--- src/rtl/ddr3_dec_pkg.sv ---
// Shared types and constants for the DDR3 device-side command decoder.
// Command encodings match the {ras_n,cas_n,we_n} pin pattern directly.
package ddr3_dec_pkg;

  localparam int MEM_BA_WIDTH  = 3;
  localparam int MEM_ROW_WIDTH = 14;

  localparam int T_RCD_DEF = 6;
  localparam int T_RP_DEF  = 6;
  localparam int T_RAS_DEF = 15;

  localparam int CL_OFS    = 4;
  localparam int CWL_OFS   = 5;
  localparam int BL8_WIN   = 4;
  localparam int WIN_DEPTH = 16;
  localparam int TMR_W     = 5;

  typedef enum logic [3:0] {
    CMD_MRS = 4'd0,
    CMD_REF = 4'd1,
    CMD_PRE = 4'd2,
    CMD_ACT = 4'd3,
    CMD_WR  = 4'd4,
    CMD_RD  = 4'd5,
    CMD_ZQC = 4'd6,
    CMD_NOP = 4'd7
  } cmd_e;

  typedef enum logic [3:0] {
    ERR_NONE      = 4'd0,
    ERR_ACT_OPEN  = 4'd1,
    ERR_RW_CLOSED = 4'd2,
    ERR_TRCD      = 4'd3,
    ERR_TRP       = 4'd4,
    ERR_TRAS      = 4'd5,
    ERR_REF_OPEN  = 4'd6,
    ERR_BUS       = 4'd7
  } err_e;

  // Burst window bits placed so bit `lat` reaches the shift-register tail `lat` edges later.
  function automatic logic [WIN_DEPTH-1:0] win_mask(input logic [3:0] lat);
    logic [WIN_DEPTH-1:0] m;
    m = '0;
    m[BL8_WIN-1:0] = '1;
    return m << lat;
  endfunction

endpackage

--- src/rtl/ddr3_bank_trk.sv ---
// Per-bank state: open flag, active row, and saturating timers since ACT and PRE.
// Violation outputs compare the elapsed count seen at the current edge.
module ddr3_bank_trk
  import ddr3_dec_pkg::*;
#(
  parameter int ROW_WIDTH = MEM_ROW_WIDTH,
  parameter int T_RCD     = T_RCD_DEF,
  parameter int T_RP      = T_RP_DEF,
  parameter int T_RAS     = T_RAS_DEF
) (
  input  logic                 clk,
  input  logic                 rst_n,
  input  logic                 act_i,
  input  logic                 close_i,
  input  logic [ROW_WIDTH-1:0] row_i,
  output logic                 open_o,
  output logic [ROW_WIDTH-1:0] row_o,
  output logic                 trcd_viol_o,
  output logic                 trp_viol_o,
  output logic                 tras_viol_o
);

  localparam logic [TMR_W-1:0] TMR_SAT = '1;
  localparam logic [TMR_W-1:0] TRCD_C  = TMR_W'(T_RCD);
  localparam logic [TMR_W-1:0] TRP_C   = TMR_W'(T_RP);
  localparam logic [TMR_W-1:0] TRAS_C  = TMR_W'(T_RAS);

  logic                 open_q, open_d;
  logic [ROW_WIDTH-1:0] row_q, row_d;
  logic [TMR_W-1:0]     act_tmr_q, act_tmr_d;
  logic [TMR_W-1:0]     pre_tmr_q, pre_tmr_d;

  always_comb begin
    open_d    = open_q;
    row_d     = row_q;
    act_tmr_d = (act_tmr_q == TMR_SAT) ? act_tmr_q : act_tmr_q + 1'b1;
    pre_tmr_d = (pre_tmr_q == TMR_SAT) ? pre_tmr_q : pre_tmr_q + 1'b1;
    if (act_i) begin
      open_d    = 1'b1;
      row_d     = row_i;
      act_tmr_d = TMR_W'(1);
    end else if (close_i && open_q) begin
      // Closing an idle bank must not restart tRP.
      open_d    = 1'b0;
      pre_tmr_d = TMR_W'(1);
    end
  end

  always_ff @(posedge clk or negedge rst_n) begin
    if (!rst_n) begin
      open_q    <= 1'b0;
      row_q     <= '0;
      act_tmr_q <= TMR_SAT;
      pre_tmr_q <= TMR_SAT;
    end else begin
      open_q    <= open_d;
      row_q     <= row_d;
      act_tmr_q <= act_tmr_d;
      pre_tmr_q <= pre_tmr_d;
    end
  end

  assign open_o      = open_q;
  assign row_o       = row_q;
  assign trcd_viol_o = act_tmr_q < TRCD_C;
  assign trp_viol_o  = pre_tmr_q < TRP_C;
  assign tras_viol_o = act_tmr_q < TRAS_C;

endmodule

--- src/rtl/ddr3_cmd_decoder.sv ---
// DDR3 device-side command decoder: registered decode, MR capture, CL/CWL data windows,
// per-bank tracking and a prioritised protocol error report. Outputs are pulses without backpressure.
module ddr3_cmd_decoder
  import ddr3_dec_pkg::*;
#(
  parameter int BA_WIDTH  = MEM_BA_WIDTH,
  parameter int ROW_WIDTH = MEM_ROW_WIDTH,
  parameter int COL_WIDTH = 10,
  parameter int T_RCD     = T_RCD_DEF,
  parameter int T_RP      = T_RP_DEF,
  parameter int T_RAS     = T_RAS_DEF
) (
  input  logic                       ck_p,
  input  logic                       reset_n,
  input  logic                       cke,
  input  logic                       cs_n,
  input  logic                       ras_n,
  input  logic                       cas_n,
  input  logic                       we_n,
  input  logic [BA_WIDTH-1:0]        ba,
  input  logic [ROW_WIDTH-1:0]       addr,
  output logic                       cmd_vld,
  output logic [3:0]                 cmd_code,
  output logic [BA_WIDTH-1:0]        cmd_ba,
  output logic [ROW_WIDTH-1:0]       cmd_row,
  output logic [COL_WIDTH-1:0]       cmd_col,
  output logic                       cmd_ap,
  output logic [(2**BA_WIDTH)-1:0]   bank_open,
  output logic [ROW_WIDTH-1:0]       mr0,
  output logic [ROW_WIDTH-1:0]       mr2,
  output logic                       rd_en,
  output logic                       wr_en,
  output logic                       err_vld,
  output logic [3:0]                 err_code
);

  localparam int NBANK = 2**BA_WIDTH;

  cmd_e pin_cmd;
  logic dec_vld;
  logic is_rd, is_wr;

  assign pin_cmd = cmd_e'({1'b0, ras_n, cas_n, we_n});
  assign dec_vld = cke && !cs_n && (pin_cmd != CMD_NOP);
  assign is_rd   = dec_vld && (pin_cmd == CMD_RD);
  assign is_wr   = dec_vld && (pin_cmd == CMD_WR);

  logic [NBANK-1:0]     act_v, close_v, open_v, trcd_v, trp_v, tras_v;
  logic [ROW_WIDTH-1:0] row_v [NBANK];

  for (genvar gb = 0; gb < NBANK; gb++) begin : g_bank
    ddr3_bank_trk #(
      .ROW_WIDTH (ROW_WIDTH),
      .T_RCD     (T_RCD),
      .T_RP      (T_RP),
      .T_RAS     (T_RAS)
    ) u_trk (
      .clk         (ck_p),
      .rst_n       (reset_n),
      .act_i       (act_v[gb]),
      .close_i     (close_v[gb]),
      .row_i       (addr),
      .open_o      (open_v[gb]),
      .row_o       (row_v[gb]),
      .trcd_viol_o (trcd_v[gb]),
      .trp_viol_o  (trp_v[gb]),
      .tras_viol_o (tras_v[gb])
    );
  end

  // Column address skips A10, which carries auto-precharge.
  logic [COL_WIDTH-1:0] col_sel;
  for (genvar gi = 0; gi < COL_WIDTH; gi++) begin : g_col
    assign col_sel[gi] = addr[(gi < 10) ? gi : gi + 1];
  end

  logic                  cmd_vld_q, cmd_vld_d;
  cmd_e                  cmd_code_q, cmd_code_d;
  logic [BA_WIDTH-1:0]   cmd_ba_q, cmd_ba_d;
  logic [ROW_WIDTH-1:0]  cmd_row_q, cmd_row_d;
  logic [COL_WIDTH-1:0]  cmd_col_q, cmd_col_d;
  logic                  cmd_ap_q, cmd_ap_d;
  logic [ROW_WIDTH-1:0]  mr0_q, mr0_d, mr2_q, mr2_d;
  logic [WIN_DEPTH-1:0]  rd_sr_q, rd_sr_d, wr_sr_q, wr_sr_d;
  logic                  rd_en_q, rd_en_d, wr_en_q, wr_en_d;
  logic                  err_vld_q, err_vld_d;
  err_e                  err_code_q, err_code_d;
  logic [3:0]            cl, cwl;

  assign cl  = {1'b0, mr0_q[6:4]} + 4'(CL_OFS);
  assign cwl = {1'b0, mr2_q[5:3]} + 4'(CWL_OFS);

  always_comb begin
    act_v   = '0;
    close_v = '0;
    if (dec_vld) begin
      case (pin_cmd)
        CMD_ACT: act_v[ba] = 1'b1;
        CMD_PRE: begin
          if (addr[10]) close_v = '1;
          else          close_v[ba] = 1'b1;
        end
        CMD_RD, CMD_WR: close_v[ba] = addr[10];
        default: ;
      endcase
    end
  end

  always_comb begin
    cmd_vld_d  = dec_vld;
    cmd_code_d = cmd_code_q;
    cmd_ba_d   = cmd_ba_q;
    cmd_row_d  = cmd_row_q;
    cmd_col_d  = cmd_col_q;
    cmd_ap_d   = cmd_ap_q;
    mr0_d      = mr0_q;
    mr2_d      = mr2_q;
    if (dec_vld) begin
      cmd_code_d = pin_cmd;
      cmd_ba_d   = ba;
      cmd_row_d  = (is_rd || is_wr) ? row_v[ba] : addr;
      cmd_col_d  = col_sel;
      cmd_ap_d   = (is_rd || is_wr) && addr[10];
      if (pin_cmd == CMD_MRS && ba == BA_WIDTH'(0)) mr0_d = addr;
      if (pin_cmd == CMD_MRS && ba == BA_WIDTH'(2)) mr2_d = addr;
    end
  end

  // Latency is frozen into the shift register when the command is taken.
  always_comb begin
    rd_sr_d = rd_sr_q >> 1;
    wr_sr_d = wr_sr_q >> 1;
    if (is_rd && open_v[ba]) rd_sr_d = rd_sr_d | win_mask(cl);
    if (is_wr && open_v[ba]) wr_sr_d = wr_sr_d | win_mask(cwl);
    rd_en_d = rd_sr_q[0];
    wr_en_d = wr_sr_q[0];
  end

  always_comb begin
    err_code_d = ERR_NONE;
    if (dec_vld) begin
      case (pin_cmd)
        CMD_ACT: begin
          if (open_v[ba])     err_code_d = ERR_ACT_OPEN;
          else if (trp_v[ba]) err_code_d = ERR_TRP;
        end
        CMD_RD, CMD_WR: begin
          if (!open_v[ba])     err_code_d = ERR_RW_CLOSED;
          else if (trcd_v[ba]) err_code_d = ERR_TRCD;
        end
        CMD_PRE: begin
          if (addr[10] ? |(tras_v & open_v) : (open_v[ba] && tras_v[ba]))
            err_code_d = ERR_TRAS;
        end
        CMD_REF: if (|open_v) err_code_d = ERR_REF_OPEN;
        default: ;
      endcase
    end
    if (err_code_d == ERR_NONE && rd_en_d && wr_en_d && !(rd_en_q && wr_en_q))
      err_code_d = ERR_BUS;
    err_vld_d = (err_code_d != ERR_NONE);
  end

  always_ff @(posedge ck_p or negedge reset_n) begin
    if (!reset_n) begin
      cmd_vld_q  <= 1'b0;
      cmd_code_q <= CMD_NOP;
      cmd_ba_q   <= '0;
      cmd_row_q  <= '0;
      cmd_col_q  <= '0;
      cmd_ap_q   <= 1'b0;
      mr0_q      <= '0;
      mr2_q      <= '0;
      rd_sr_q    <= '0;
      wr_sr_q    <= '0;
      rd_en_q    <= 1'b0;
      wr_en_q    <= 1'b0;
      err_vld_q  <= 1'b0;
      err_code_q <= ERR_NONE;
    end else begin
      cmd_vld_q  <= cmd_vld_d;
      cmd_code_q <= cmd_code_d;
      cmd_ba_q   <= cmd_ba_d;
      cmd_row_q  <= cmd_row_d;
      cmd_col_q  <= cmd_col_d;
      cmd_ap_q   <= cmd_ap_d;
      mr0_q      <= mr0_d;
      mr2_q      <= mr2_d;
      rd_sr_q    <= rd_sr_d;
      wr_sr_q    <= wr_sr_d;
      rd_en_q    <= rd_en_d;
      wr_en_q    <= wr_en_d;
      err_vld_q  <= err_vld_d;
      err_code_q <= err_code_d;
    end
  end

  assign cmd_vld   = cmd_vld_q;
  assign cmd_code  = cmd_code_q;
  assign cmd_ba    = cmd_ba_q;
  assign cmd_row   = cmd_row_q;
  assign cmd_col   = cmd_col_q;
  assign cmd_ap    = cmd_ap_q;
  assign bank_open = open_v;
  assign mr0       = mr0_q;
  assign mr2       = mr2_q;
  assign rd_en     = rd_en_q;
  assign wr_en     = wr_en_q;
  assign err_vld   = err_vld_q;
  assign err_code  = err_code_q;

endmodule
--- config.mk ---
export PLATFORM = sky130hd
export DESIGN_NAME = ddr3_cmd_decoder
export DESIGN_NICKNAME = d
export VERILOG_FILES = /design/src/rtl/ddr3_dec_pkg.sv /design/src/rtl/ddr3_bank_trk.sv /design/src/rtl/ddr3_cmd_decoder.sv
export SDC_FILE = /design/constraint.sdc
export NUM_CORES = 1
export LEC_CHECK = 0
export ABC_AREA = 1
export CORE_MARGIN = 10
export CORE_UTILIZATION = 58
export CTS_CLUSTER_SIZE = 16
export DETAILED_ROUTE_END_ITERATION = 7
export DONT_BUFFER_PORTS = 1
export MAX_ROUTING_LAYER = met4
export PLACE_DENSITY_LB_ADDON = 0.3
export SYNTH_ARGS = -nofsm -noshare
export SYNTH_HDL_FRONTEND = slang
export SYNTH_SLANG_ARGS = --single-unit
--- constraint.sdc ---
create_clock -name ck_p -period 1.7 [get_ports ck_p]
set_input_delay 0.255 -clock ck_p [delete_from_list [all_inputs] [get_ports ck_p]]
set_output_delay 0.255 -clock ck_p [all_outputs]
set_load 0.02 [all_outputs]
==> results.tsv <==
stage	metric	value	unit
floorplan	Ports	100	
synthesis	Synth Register Bits	297	
placement	DP Worst Slack	-99.2	ps
drt	DR iter-0 viols	1218	
setup_path	Worst Path Arrival	2170	ps
final_layout	nets@finish	1724	
synthesis	Mean Syn Cell Area	8.61	um2
setup_path	crit-path max FO	4	
pwr	pwr/cell area	1490	nW/um2
setup_path	Worst Path Required	2190	ps
final_layout	most frequent cells in the layout	416 x nand2_1, 215 x o21ai_0, 211 x dfrtp_1, 189 x inv_1, 121 x nor2_1	
clocking	CTS tree	yes	
run	max_cap viols	0	
final_layout	Final Cell Area	16000	um2
sta	Final setup viols	0	
setup_path	Setup CP Type	flip-flop to flip-flop	
sta	Final Hold Fails	273	
drt	metal1 wirelength	14900	um
setup_path	crit path from	g_bank[3].u_trk.act_tmr_q[0]	
placement	Post-DP Area	14500	um2
sta	clk_skew	14.0	ps
clocking	CTS Buf Count	31	
floorplan	Starting Density	0.585	
sta	slew margin rel.	0.295	
placement	Cells after DPL	1922	
synthesis	Seq/Total Area, Yosys	0.552	
pwr	Peak VDD IR	0.822	mV
setup_path	reg2reg start	g_bank[3].u_trk.act_tmr_q[0]	
floorplan	die area	30100	um2
clocking	hold_buf cts	16	
clocking	Clock Latency Late Sink	570	ps
hold_path	worst hold path type	input pin to async pin	
sta	Slew Viols, Final	0	
placement	PortBufs	0	
setup_path	crit-path cells	ha_1, nand2_1, nor2_1, ha_2, inv_1, nand2_1, xor2_1, nor2_1	
floorplan	Core Rows	56	
final_layout	area growth from synthesis to layout	17.1	%
setup_path	largest stage delay on the critical path	570	ps
synthesis	largest cells by area after synthesis	dfrtp_1 39%, dfstp_2 16%, nand2_1 12%, o21ai_0 8.2%, inv_1 5.2%	
pwr	Pwr Total	23.8	mW
sta	Final period util	0.993	
drt	Via density	5.60	
sta	worst slew pin tran	1060	ps
floorplan	Die H	173	um
setup_path	Worst Setup Start Kind	flip-flop	
drt	Routed Antenna Nets	0	
sta	f_max	592	MHz
setup_path	worst path bufs/invs	1	
sta	final setup TNS	0	ps
final_layout	non-filler cells in the finished layout	2013	
global_route	largest net degree at the start of global routing	298	
sta	RSZ-0062 raised after global routing	true	
drt	metal3 WL	3110	um
synthesis	Yosys Warn Count	0	
synthesis	Post-Syn Area	13700	um2
drt	DR vias	11300	
clocking	TritonCTS Sinks	297	
drt	Pre-Repair DR Iteration Count	6	
clocking	clk slew on worst S/H paths	60	ps
synthesis	Top FF cell, synth	dfrtp_1	
synthesis	Synth area leader	dfrtp_1	
global_route	grt ovf	0	
synthesis	top cell type's share of synthesized area	0.392	
synthesis	Netlist cell types	44	
sta	Hold Slack	-593	ps
sta	min cycle time layout	1690	ps
drt	met2 wire len	17600	um
clocking	Root Buffer	clkbuf_16	
synthesis	asr flop ratio synth	1.00	
placement	GPL Wtd Cong	0.918	
global_route	initial antenna violation count	2	
synthesis	EDFF count, synth	0	
drt	routed wire length per instance	18.4	um
setup_path	Largest delay share family, worst path	flip-flops	
sta	final worst slack	12.0	ps
drt	DRC viols	0	
floorplan	DIE WIDTH	173	um
synthesis	Syn Inst Count	1585	
setup_path	Crit. End Element	flip-flop	
floorplan	CORE AREA	23300	um2
pwr	LEAKAGE	7.86	nW
global_route	first-pass GRT wire length	58700	um
status	status	finished with violations	
clocking	Clock Path Buffers	3	
drt	WL final	37000	um
placement	dpl hpwl	24600	um
global_route	GRT Overall Usage	0.246	
final_layout	share of cells above drive strength 1	0.171	
setup_path	CP max stage cell	dfstp_2	
clocking	H-Tree Depth	1	
status	failing checks	negative hold slack	
global_route	vias in the first global route	10900	
drt	top sig layer	met4	
final_layout	most common cell after layout, fill and taps aside	nand2_1	
[routing by layer]
metal	vias up	GRT usage
li1	5262	-
met1	5451	0.313
met2	451	0.389
met3	102	0.0453
met4	0	0.0837
met5	-	-
[layout make-up]
cell class,instances,area [um2]
Sequential cell,297,7540
Fill cell,1739,7340
Multi-Input combinational cell,1036,5230
Timing Repair Buffer,106,973
Clock buffer,40,860
Inverter,195,734
Tap cell,319,399
Clock inverter,18,258
Antenna cell,2,5.00
[path summary, 6_finish.rpt]
path                                           endpoint  slack [ps]  cells past startpoint
max in group asynchronous                        mr2[3]        1420                      0
min reg2reg                                  rd_sr_q[2]         360                      0
min                              g_bank[1].u_trk.open_o        -590                      0
min in group ck_p              g_bank[3].u_trk.row_o[5]          20                      2
max                        g_bank[3].u_trk.act_tmr_q[2]          10                      8
max reg2reg                g_bank[3].u_trk.act_tmr_q[2]          10                      8
[what timing repair did]
item,in CTS,in global routing
pin swaps,0,21
hold endpoints to repair,358,297
setup endpoints to repair,14,25
setup buffers,0,15
gates resized for setup,2,46
[power breakdown]
group / switching [mW] / total, mW / internal (mW)
registers: 1.46 / 10.8 / 9.33
logic: 3.27 / 5.69 / 2.42
clock network: 2.85 / 7.33 / 4.48
total: 7.57 / 23.8 / 16.2
[synthesized netlist by cell type (all sizes together) (2+ instances only)]
cell type and number:
dfrtp 214, xor2 23, nor3 13, ha 33
o211ai 18, a21o 3, a31o 4, nand2 432
a211oi 2, buf 22, nor4 2, inv 195
a21oi 38, o2111ai 2, a31oi 4, a221oi 9
and3 4, or2 8, dfstp 83, nand3 40
o41ai 2, o21ai 226, nor2 127, o21bai 16
nand4 16, a22oi 4, o2bb2ai 2, a22o 2
clkbuf 36
[through the flow]
step / util / hold slack [ps]
floorplan: - / -40.6
global placement: 0.620 / -21.9
detailed placement: 0.620 / -14.3
CTS: 0.675 / -601
global route: 0.685 / -605
finish: 0.685 / -593
[logic make-up (layout without fill, tap and decap cells)]
group,count (synthesis),after routing,share of synthesized area
simple gates,642,642,0.190
compound gates,335,335,0.137
flops,297,297,0.552
buf+inv,253,359,0.0743
fa+ha+maj,33,33,0.0302
xor+xnor,24,24,0.0154
other cells,1,4,0.000275
[state kept, by name (all words and copies together) (netlist names), 3 cells and up]
register,flops
cmd_ba,3
cmd_code,3
cmd_col,10
cmd_row,14
err_code,3
g_bank.u_trk.act_tmr_q,40
g_bank.u_trk.open_o,8
g_bank.u_trk.pre_tmr_q,40
g_bank.u_trk.row_o,112
mr0,14
mr2,14
rd_sr_q,15
wr_sr_q,16
(Power assumes the default switching activity.)
